`src/rtl/decode_pkg.sv`:
```
// Shared decode definitions: RV32I opcodes, ALU operation codes, immediate and result selectors.
// Used by decode_stage and imm_gen; the DECODE_TRAP_EN build adds no package content.
package decode_pkg;

    localparam logic [6:0] OP_LUI    = 7'b0110111;
    localparam logic [6:0] OP_AUIPC  = 7'b0010111;
    localparam logic [6:0] OP_JAL    = 7'b1101111;
    localparam logic [6:0] OP_JALR   = 7'b1100111;
    localparam logic [6:0] OP_BRANCH = 7'b1100011;
    localparam logic [6:0] OP_LOAD   = 7'b0000011;
    localparam logic [6:0] OP_STORE  = 7'b0100011;
    localparam logic [6:0] OP_IMM    = 7'b0010011;
    localparam logic [6:0] OP_REG    = 7'b0110011;

    typedef enum logic [3:0] {
        ALU_ADD   = 4'd0,
        ALU_SUB   = 4'd1,
        ALU_SLL   = 4'd2,
        ALU_SLT   = 4'd3,
        ALU_SLTU  = 4'd4,
        ALU_XOR   = 4'd5,
        ALU_SRL   = 4'd6,
        ALU_SRA   = 4'd7,
        ALU_OR    = 4'd8,
        ALU_AND   = 4'd9,
        ALU_PASSB = 4'd10
    } alu_op_e;

    // IMM_Z yields a zero immediate for NOP decodes
    typedef enum logic [2:0] {
        IMM_I = 3'd0,
        IMM_S = 3'd1,
        IMM_B = 3'd2,
        IMM_U = 3'd3,
        IMM_J = 3'd4,
        IMM_Z = 3'd5
    } imm_src_e;

    typedef enum logic [1:0] {
        RES_ALU = 2'b00,
        RES_MEM = 2'b01,
        RES_PC4 = 2'b10
    } result_src_e;

    function automatic alu_op_e alu_from_funct3(input logic [2:0] f3, input logic alt);
        alu_op_e op;
        case (f3)
            3'b000:  op = alt ? ALU_SUB : ALU_ADD;
            3'b001:  op = ALU_SLL;
            3'b010:  op = ALU_SLT;
            3'b011:  op = ALU_SLTU;
            3'b100:  op = ALU_XOR;
            3'b101:  op = alt ? ALU_SRA : ALU_SRL;
            3'b110:  op = ALU_OR;
            default: op = ALU_AND;
        endcase
        return op;
    endfunction

endpackage

```
`src/rtl/decode_stage_if.sv`:
```
// Fetch -> decode -> execute handshake and ID/EX payload bundle.
// The illegal flag exists only when DECODE_TRAP_EN is defined.
interface decode_stage_if #(
    parameter int DATA_WIDTH     = 32,
    parameter int ADDR_WIDTH     = 32,
    parameter int REG_ADDR_WIDTH = 5
);
    logic                      in_valid;
    logic                      in_ready;
    logic [DATA_WIDTH-1:0]     instr;
    logic [ADDR_WIDTH-1:0]     pc_in;
    logic                      flush;
    logic                      out_valid;
    logic                      out_ready;
    logic [REG_ADDR_WIDTH-1:0] rs1;
    logic [REG_ADDR_WIDTH-1:0] rs2;
    logic [REG_ADDR_WIDTH-1:0] rd;
    logic                      RegWrite;
    logic [3:0]                ALUctrl;
    logic                      ALUSrc;
    logic [DATA_WIDTH-1:0]     ImmExt;
    logic                      MemWrite;
    logic [1:0]                ResultSrc;
    logic                      Branch;
    logic                      Jump;
    logic [2:0]                funct3;
    logic [ADDR_WIDTH-1:0]     pc_out;
`ifdef DECODE_TRAP_EN
    logic                      illegal;
`endif

    // master: surrounding pipeline (fetch + execute); slave: the decode stage
    modport master (
        output in_valid, instr, pc_in, flush, out_ready,
        input  in_ready, out_valid, rs1, rs2, rd, RegWrite, ALUctrl, ALUSrc, ImmExt,
               MemWrite, ResultSrc, Branch, Jump, funct3, pc_out
`ifdef DECODE_TRAP_EN
             , illegal
`endif
    );

    modport slave (
        input  in_valid, instr, pc_in, flush, out_ready,
        output in_ready, out_valid, rs1, rs2, rd, RegWrite, ALUctrl, ALUSrc, ImmExt,
               MemWrite, ResultSrc, Branch, Jump, funct3, pc_out
`ifdef DECODE_TRAP_EN
             , illegal
`endif
    );

endinterface

```
`src/rtl/decode_stage_imm_gen.sv`:
```
// Combinational RV32I immediate generator; sign bit instr[31] extended to DATA_WIDTH.
module imm_gen
    import decode_pkg::*;
#(
    parameter int DATA_WIDTH = 32
)(
    input  logic [31:7]           instr,
    input  imm_src_e              imm_src,
    output logic [DATA_WIDTH-1:0] imm_ext
);

    logic [31:0] imm;

    always_comb begin
        imm = '0;
        case (imm_src)
            IMM_I:   imm = {{20{instr[31]}}, instr[31:20]};
            IMM_S:   imm = {{20{instr[31]}}, instr[31:25], instr[11:7]};
            IMM_B:   imm = {{19{instr[31]}}, instr[31], instr[7], instr[30:25], instr[11:8], 1'b0};
            IMM_U:   imm = {instr[31:12], 12'b0};
            IMM_J:   imm = {{11{instr[31]}}, instr[31], instr[19:12], instr[20], instr[30:21], 1'b0};
            default: imm = '0;
        endcase
    end

    assign imm_ext = DATA_WIDTH'($signed(imm));

endmodule

```
`src/rtl/decode_stage.sv`:
```
// RV32I decode stage with ID/EX register, load-use bubble insertion and flush.
// Define DECODE_TRAP_EN to register an illegal-encoding flag alongside the payload.
module decode_stage
    import decode_pkg::*;
#(
    parameter int DATA_WIDTH     = 32,
    parameter int ADDR_WIDTH     = 32,
    parameter int REG_ADDR_WIDTH = 5
)(
    input logic           clk,
    input logic           rst,
    decode_stage_if.slave bus
);

    logic [6:0] opcode;
    logic [2:0] f3;
    logic [6:0] f7;

    logic        legal;
    logic        rs1_used;
    logic        rs2_used;
    logic        rd_used;
    logic        reg_write;
    logic        alu_src;
    logic        mem_write;
    logic        branch;
    logic        jump;
    alu_op_e     alu_op;
    result_src_e result_src;
    imm_src_e    imm_src;

    logic [REG_ADDR_WIDTH-1:0] dec_rs1;
    logic [REG_ADDR_WIDTH-1:0] dec_rs2;
    logic [REG_ADDR_WIDTH-1:0] dec_rd;
    logic [DATA_WIDTH-1:0]     imm_ext;
    logic [ADDR_WIDTH-1:0]     pc_d;
    logic                      hazard;
    logic                      accept;

    assign opcode = bus.instr[6:0];
    assign f3     = bus.instr[14:12];
    assign f7     = bus.instr[31:25];
    assign pc_d   = bus.pc_in;

    always_comb begin
        legal      = 1'b0;
        rs1_used   = 1'b0;
        rs2_used   = 1'b0;
        rd_used    = 1'b0;
        reg_write  = 1'b0;
        alu_src    = 1'b0;
        mem_write  = 1'b0;
        branch     = 1'b0;
        jump       = 1'b0;
        alu_op     = ALU_ADD;
        result_src = RES_ALU;
        imm_src    = IMM_Z;
        case (opcode)
            OP_LUI: begin
                legal = 1'b1; rd_used = 1'b1; reg_write = 1'b1;
                alu_op = ALU_PASSB; alu_src = 1'b1; imm_src = IMM_U;
            end
            OP_AUIPC: begin
                legal = 1'b1; rd_used = 1'b1; reg_write = 1'b1;
                alu_src = 1'b1; imm_src = IMM_U;
            end
            OP_JAL: begin
                legal = 1'b1; rd_used = 1'b1; reg_write = 1'b1;
                jump = 1'b1; result_src = RES_PC4; imm_src = IMM_J;
            end
            OP_JALR: begin
                legal = (f3 == 3'b000); rs1_used = 1'b1; rd_used = 1'b1; reg_write = 1'b1;
                jump = 1'b1; alu_src = 1'b1; result_src = RES_PC4; imm_src = IMM_I;
            end
            OP_BRANCH: begin
                legal = (f3 != 3'b010) && (f3 != 3'b011);
                rs1_used = 1'b1; rs2_used = 1'b1;
                branch = 1'b1; alu_op = ALU_SUB; imm_src = IMM_B;
            end
            OP_LOAD: begin
                legal = f3 inside {3'b000, 3'b001, 3'b010, 3'b100, 3'b101};
                rs1_used = 1'b1; rd_used = 1'b1; reg_write = 1'b1;
                alu_src = 1'b1; result_src = RES_MEM; imm_src = IMM_I;
            end
            OP_STORE: begin
                legal = f3 inside {3'b000, 3'b001, 3'b010};
                rs1_used = 1'b1; rs2_used = 1'b1;
                mem_write = 1'b1; alu_src = 1'b1; imm_src = IMM_S;
            end
            OP_IMM: begin
                // shift-immediates reuse the funct7 field and must encode it exactly
                if (f3 == 3'b001)
                    legal = (f7 == 7'b0000000);
                else if (f3 == 3'b101)
                    legal = (f7 == 7'b0000000) || (f7 == 7'b0100000);
                else
                    legal = 1'b1;
                rs1_used = 1'b1; rd_used = 1'b1; reg_write = 1'b1;
                alu_src = 1'b1; imm_src = IMM_I;
                alu_op = alu_from_funct3(f3, (f3 == 3'b101) && f7[5]);
            end
            OP_REG: begin
                legal = (f7 == 7'b0000000) ||
                        ((f7 == 7'b0100000) && ((f3 == 3'b000) || (f3 == 3'b101)));
                rs1_used = 1'b1; rs2_used = 1'b1; rd_used = 1'b1; reg_write = 1'b1;
                alu_op = alu_from_funct3(f3, f7[5]);
            end
            default: legal = 1'b0;
        endcase
        if (!legal) begin
            rs1_used   = 1'b0;
            rs2_used   = 1'b0;
            rd_used    = 1'b0;
            reg_write  = 1'b0;
            alu_src    = 1'b0;
            mem_write  = 1'b0;
            branch     = 1'b0;
            jump       = 1'b0;
            alu_op     = ALU_ADD;
            result_src = RES_ALU;
            imm_src    = IMM_Z;
        end
    end

    assign dec_rs1 = rs1_used ? REG_ADDR_WIDTH'(bus.instr[19:15]) : '0;
    assign dec_rs2 = rs2_used ? REG_ADDR_WIDTH'(bus.instr[24:20]) : '0;
    assign dec_rd  = rd_used  ? REG_ADDR_WIDTH'(bus.instr[11:7])  : '0;

    imm_gen #(.DATA_WIDTH(DATA_WIDTH)) u_imm_gen (
        .instr   (bus.instr[31:7]),
        .imm_src (imm_src),
        .imm_ext (imm_ext)
    );

    // unused source fields are already zero, and rd!=0 keeps them from matching
    assign hazard = bus.in_valid && bus.out_valid && (bus.ResultSrc == RES_MEM) &&
                    (bus.rd != '0) && ((bus.rd == dec_rs1) || (bus.rd == dec_rs2));

    assign bus.in_ready = !bus.flush && !hazard && (!bus.out_valid || bus.out_ready);
    assign accept       = bus.in_valid && bus.in_ready;

    always_ff @(posedge clk) begin
        if (rst) begin
            bus.out_valid <= 1'b0;
            bus.rs1       <= '0;
            bus.rs2       <= '0;
            bus.rd        <= '0;
            bus.RegWrite  <= 1'b0;
            bus.ALUctrl   <= '0;
            bus.ALUSrc    <= 1'b0;
            bus.ImmExt    <= '0;
            bus.MemWrite  <= 1'b0;
            bus.ResultSrc <= '0;
            bus.Branch    <= 1'b0;
            bus.Jump      <= 1'b0;
            bus.funct3    <= '0;
            bus.pc_out    <= '0;
`ifdef DECODE_TRAP_EN
            bus.illegal   <= 1'b0;
`endif
        end else if (bus.flush) begin
            bus.out_valid <= 1'b0;
        end else if (accept) begin
            bus.out_valid <= 1'b1;
            bus.rs1       <= dec_rs1;
            bus.rs2       <= dec_rs2;
            bus.rd        <= dec_rd;
            bus.RegWrite  <= reg_write && (dec_rd != '0);
            bus.ALUctrl   <= alu_op;
            bus.ALUSrc    <= alu_src;
            bus.ImmExt    <= imm_ext;
            bus.MemWrite  <= mem_write;
            bus.ResultSrc <= result_src;
            bus.Branch    <= branch;
            bus.Jump      <= jump;
            bus.funct3    <= f3;
            bus.pc_out    <= pc_d;
`ifdef DECODE_TRAP_EN
            bus.illegal   <= !legal;
`endif
        end else if (bus.out_ready) begin
            bus.out_valid <= 1'b0;
        end
    end

endmodule

```
`src/flat_wrapper.sv`:
```
// flat-port wrapper written by rule: the top's interface ports become plain ports
module decode_stage_flat import decode_pkg::*;
#(
    parameter int DATA_WIDTH     = 32,
    parameter int ADDR_WIDTH     = 32,
    parameter int REG_ADDR_WIDTH = 5
)
  (clk, rst, bus_in_valid, bus_instr, bus_pc_in, bus_flush, bus_out_ready, bus_in_ready, bus_out_valid, bus_rs1, bus_rs2, bus_rd, bus_RegWrite, bus_ALUctrl, bus_ALUSrc, bus_ImmExt, bus_MemWrite, bus_ResultSrc, bus_Branch, bus_Jump, bus_funct3, bus_pc_out);
  decode_stage_if #(.DATA_WIDTH(DATA_WIDTH), .ADDR_WIDTH(ADDR_WIDTH), .REG_ADDR_WIDTH(REG_ADDR_WIDTH)) bus_i ();
  input logic clk;
  input logic rst;
  input wire logic [$bits(bus_i.in_valid)-1:0] bus_in_valid;
  input wire logic [$bits(bus_i.instr)-1:0] bus_instr;
  input wire logic [$bits(bus_i.pc_in)-1:0] bus_pc_in;
  input wire logic [$bits(bus_i.flush)-1:0] bus_flush;
  input wire logic [$bits(bus_i.out_ready)-1:0] bus_out_ready;
  output wire logic [$bits(bus_i.in_ready)-1:0] bus_in_ready;
  output wire logic [$bits(bus_i.out_valid)-1:0] bus_out_valid;
  output wire logic [$bits(bus_i.rs1)-1:0] bus_rs1;
  output wire logic [$bits(bus_i.rs2)-1:0] bus_rs2;
  output wire logic [$bits(bus_i.rd)-1:0] bus_rd;
  output wire logic [$bits(bus_i.RegWrite)-1:0] bus_RegWrite;
  output wire logic [$bits(bus_i.ALUctrl)-1:0] bus_ALUctrl;
  output wire logic [$bits(bus_i.ALUSrc)-1:0] bus_ALUSrc;
  output wire logic [$bits(bus_i.ImmExt)-1:0] bus_ImmExt;
  output wire logic [$bits(bus_i.MemWrite)-1:0] bus_MemWrite;
  output wire logic [$bits(bus_i.ResultSrc)-1:0] bus_ResultSrc;
  output wire logic [$bits(bus_i.Branch)-1:0] bus_Branch;
  output wire logic [$bits(bus_i.Jump)-1:0] bus_Jump;
  output wire logic [$bits(bus_i.funct3)-1:0] bus_funct3;
  output wire logic [$bits(bus_i.pc_out)-1:0] bus_pc_out;
  assign bus_i.in_valid = bus_in_valid;
  assign bus_i.instr = bus_instr;
  assign bus_i.pc_in = bus_pc_in;
  assign bus_i.flush = bus_flush;
  assign bus_i.out_ready = bus_out_ready;
  assign bus_in_ready = bus_i.in_ready;
  assign bus_out_valid = bus_i.out_valid;
  assign bus_rs1 = bus_i.rs1;
  assign bus_rs2 = bus_i.rs2;
  assign bus_rd = bus_i.rd;
  assign bus_RegWrite = bus_i.RegWrite;
  assign bus_ALUctrl = bus_i.ALUctrl;
  assign bus_ALUSrc = bus_i.ALUSrc;
  assign bus_ImmExt = bus_i.ImmExt;
  assign bus_MemWrite = bus_i.MemWrite;
  assign bus_ResultSrc = bus_i.ResultSrc;
  assign bus_Branch = bus_i.Branch;
  assign bus_Jump = bus_i.Jump;
  assign bus_funct3 = bus_i.funct3;
  assign bus_pc_out = bus_i.pc_out;
  decode_stage #(.DATA_WIDTH(DATA_WIDTH), .ADDR_WIDTH(ADDR_WIDTH), .REG_ADDR_WIDTH(REG_ADDR_WIDTH)) u_core (.clk(clk), .rst(rst), .bus(bus_i));
endmodule
```
`config.mk`:
```
export PLATFORM = sky130hd
export DESIGN_NAME = decode_stage_flat
export DESIGN_NICKNAME = d
export VERILOG_FILES = /design/src/rtl/decode_pkg.sv /design/src/rtl/decode_stage_if.sv /design/src/rtl/decode_stage_imm_gen.sv /design/src/rtl/decode_stage.sv /design/src/flat_wrapper.sv
export SDC_FILE = /design/constraint.sdc
export NUM_CORES = 1
export LEC_CHECK = 0
export BUFFER_PORTS_ARGS = -buffer_cell sky130_fd_sc_hd__buf_4
export CAP_MARGIN = 20
export CORE_ASPECT_RATIO = 0.6
export CORE_MARGIN = 2
export CORE_UTILIZATION = 50
export DETAILED_ROUTE_END_ITERATION = 16
export PLACE_DENSITY = 0.89
export SLEW_MARGIN = 10
export SYNTH_ARGS = -nofsm -noshare
export SYNTH_HDL_FRONTEND = slang
export SYNTH_SLANG_ARGS = --single-unit
```
`constraint.sdc`:
```
create_clock -name clk -period 2.8 [get_ports clk]
set_input_delay 0.28 -clock clk [delete_from_list [all_inputs] [get_ports clk]]
set_output_delay 0.28 -clock clk [all_outputs]
set_load 0.02 [all_outputs]
```
==> impl_metrics.yaml <==
run_status:
  status: "finished, final reports clean"
clock_tree:
  cts.sinks: 94
  cts_buffer_depth: 2
  cts_buffers: 9
  clk_transition_reported_paths_ps: 80
  cts_hold_buf: 0
  clk_latency_ps: 360
  cts_root_buf: "clkbuf_16"
  h-tree-depth: 3
  cts_tree: "yes"
synthesis:
  yosys_warnings: 0
  yosysUniqueCellTypes: 69
  synth_top_flop_cell: "dfxtp_1"
  syn_area_um2: 4700
  seq_area_frac_synth_pct: 40.0
  synth_nets: 635
  synth-xor-area-share_pct: 0.372
  synth_fa_ha_area_share_pct: 0
  synth_top_cell_by_area: "dfxtp_1"
  synth-simple-area-share_pct: 17.8
  synth_edf_count: 0
  synthMuxAreaShare_pct: 0.213
  ys_seq_elements: 94
  synth.avg_cell_area_um2: 8.31
  yosys.area.top_type_share_pct: 40.0
  synth-compound-area-share_pct: 34.1
  synth.area.top_cells: "dfxtp_1, a21oi_1, o21ai_1"
  ys_async_sr_fraction_pct: 0
  synth_most_common_cell: "dfxtp_1"
  synth_top_family_by_area: "compound AO/OA/AOI/OAI gates"
  syn_inst: 566
  synth_common_cells: "dfxtp_1, a21oi_1, o21ai_1, nand3_1, nand2_1"
die:
  core_region_area_um2: 9160
  rows: 27
  die_h_um: 79.1
  die_x_um: 129
  die_area_um2: 10200
  start_util_pct: 51.4
  pin_count: 164
detailed_routing:
  ant_nets: 0
  vias: 5314
  drt_iter0_drc: 537
  drc_errors: 0
  wl_per_cell_um: 19.4
  vias_per_cell: 6.21
  dr.pass1.iters: 6
  wl_um: 16600
sta:
  fin_skew_ps: 12.4
  setup_violations: 0
  finalCritPeriodShare_pct: 96.9
  tightest_slew_ps: 849
  layout_min_cycle_time_ps: 2710
  report.final.slew_viol_count: 0
  fmax_mhz: 369
  rsz0062_at_grt: "no"
  hold_slack_ps: 184
  slew_headroom_pct: 43.3
  hold_violations: 0
critical_path:
  critical_path_arrival_ps: 2430
  r2r-start: "u_core.bus.rd[2]"
  crit_required_ps: 2520
  startpoint_type: "input pin"
  cp-end-kind: "output pin"
  reg2reg_slack_ps: 250
  r2r-end: "u_core.bus.pc_out[25]"
  worstSetupPathType: "input pin to output pin"
  crit_fanout: 11
  reg2reg_depth: 8
  endpoint: "bus_in_ready"
  critPathLaunch: "bus_instr[14]"
global_routing:
  grt_pass1_wl_um: 25800
  antenna_found_initial: 0
  grt_max_degree: 63
  grt_pass1_vias: 4930
  grt.overflow.total: 0
  grtUsageTotal_pct: 32.1
power:
  total_power_w: 0.00314
  p_leak_nw: 2.49
  power-per-cell-area_nw_per_um2: 488
  vdd_ir_drop_max_mv: 0.293
placed_design:
  dpl.hpwl_um: 11900
  port-buffer-count: 163
  dp_cells: 840
  gp_congestion: 0.999
  post_dp_cell_area_um2: 6120
finish:
  diodes: 0
  finish.instance_area_um2: 6440
  fin_cells: 856
  nNetsFinal: 790
  drive_gt1_share_pct: 34.4
  post-route-util_pct: 70.3
  syn_to_final_growth_pct: 36.9
job:
  cap_violations: 0
hold_path:
  holdCritPathClass: "input pin to flip-flop"
-- per-layer routing --
metal,global-route usage (%),vias up,share of wire (%)
li1,-,2436,-
met1,44.8,2510,43
met2,48.4,337,44
met3,9.03,31,12
met4,9.13,0,1.4
met5,0,-,0
-- worst max-delay path, stage by stage --
cell       delay [ps]
buf_4             120
nor2b_1           220
a2111oi_2         100
buf_4             150
a311o_4           410
o311ai_2          390
a22oi_2           110
buf_4             210
nor4_2            270
buf_4             180
-- registers in the layout (all words and copies together) (netlist names), 2 cells and up --
register	cells
u_core.bus.rs1	5
u_core.bus.ALUctrl	4
u_core.bus.ImmExt	32
u_core.bus.rd	5
u_core.bus.ResultSrc	2
u_core.bus.pc_out	32
u_core.bus.funct3	3
u_core.bus.rs2	5
-- cell type report --
| type | count | area [µm²] |
|---|---|---|
| tap | 130 | 163 |
| inverter | 8 | 30.0 |
| multi-input combinational | 408 | 2490 |
| clock inverter | 7 | 71.3 |
| fill | 741 | 2720 |
| timing repair buffer | 200 | 1580 |
| sequential | 94 | 1880 |
| clock buffer | 9 | 225 |
-- cell usage in the layout, fill, tap and decap left out, types with 7 or more instances in the layout --
cell / instances
a311oi_1: 13
o21ai_0: 10
o211ai_1: 27
a21oi_1: 71
a21oi_2: 9
nand3_1: 59
o21ai_1: 62
buf_4: 194
inv_1: 7
dfxtp_1: 94
clkbuf_16: 9
nor2_1: 17
nand2_1: 33
nor3_1: 9
nand2b_1: 7
a211oi_1: 17
-- stage by stage --
| step | setup slack (ps) | setup TNS, ps |
|---|---|---|
| final | 86.6 | 0 |
| after global routing | 18.7 | 0 |
| after CTS | 37.8 | 0 |
| after detailed placement | -42.6 | -44.7 |
| after global placement | 86.1 | 0 |
| after floorplan | 73.5 | 0 |
-- timing repair --
item / 4_1_cts / 5_1_grt
setup endpoints to repair: 0 / 1
gates resized for setup: 0 / 3
buffers inserted: 0 / 0
-- logic make-up after synthesis --
group / after synthesis
and+or+nand+nor: 159
DFF: 94
xor gates and xnor gates: 2
buffers and inverters: 64
AOI/OAI and AO/OA: 246
muxes: 1
-- power breakdown --
part | switching, W | leakage (nW) | internal, W
Sequential | 0.0000295 | 0.766 | 0.00138
Combinational | 0.000281 | 1.57 | 0.000216
Clock | 0.000600 | 0.148 | 0.000634
Total | 0.000911 | 2.49 | 0.00223
-- how the worst min path moves through the flow --
stage	slack, ps	endpoint	cells past startpoint	start
final	180	u_core.bus.pc_out[11]	3	bus_pc_in[11]
after global routing	180	u_core.bus.pc_out[9]	3	bus_pc_in[9]
after CTS	180	u_core.bus.ImmExt[4]	2	rst
after detailed placement	450	u_core.bus.Jump	2	u_core.bus.Jump
after global placement	440	u_core.bus.Jump	2	u_core.bus.Jump
after floorplan	410	u_core.bus.rd[0]	2	bus_instr[7]
Power figures use the tool's default switching activity.
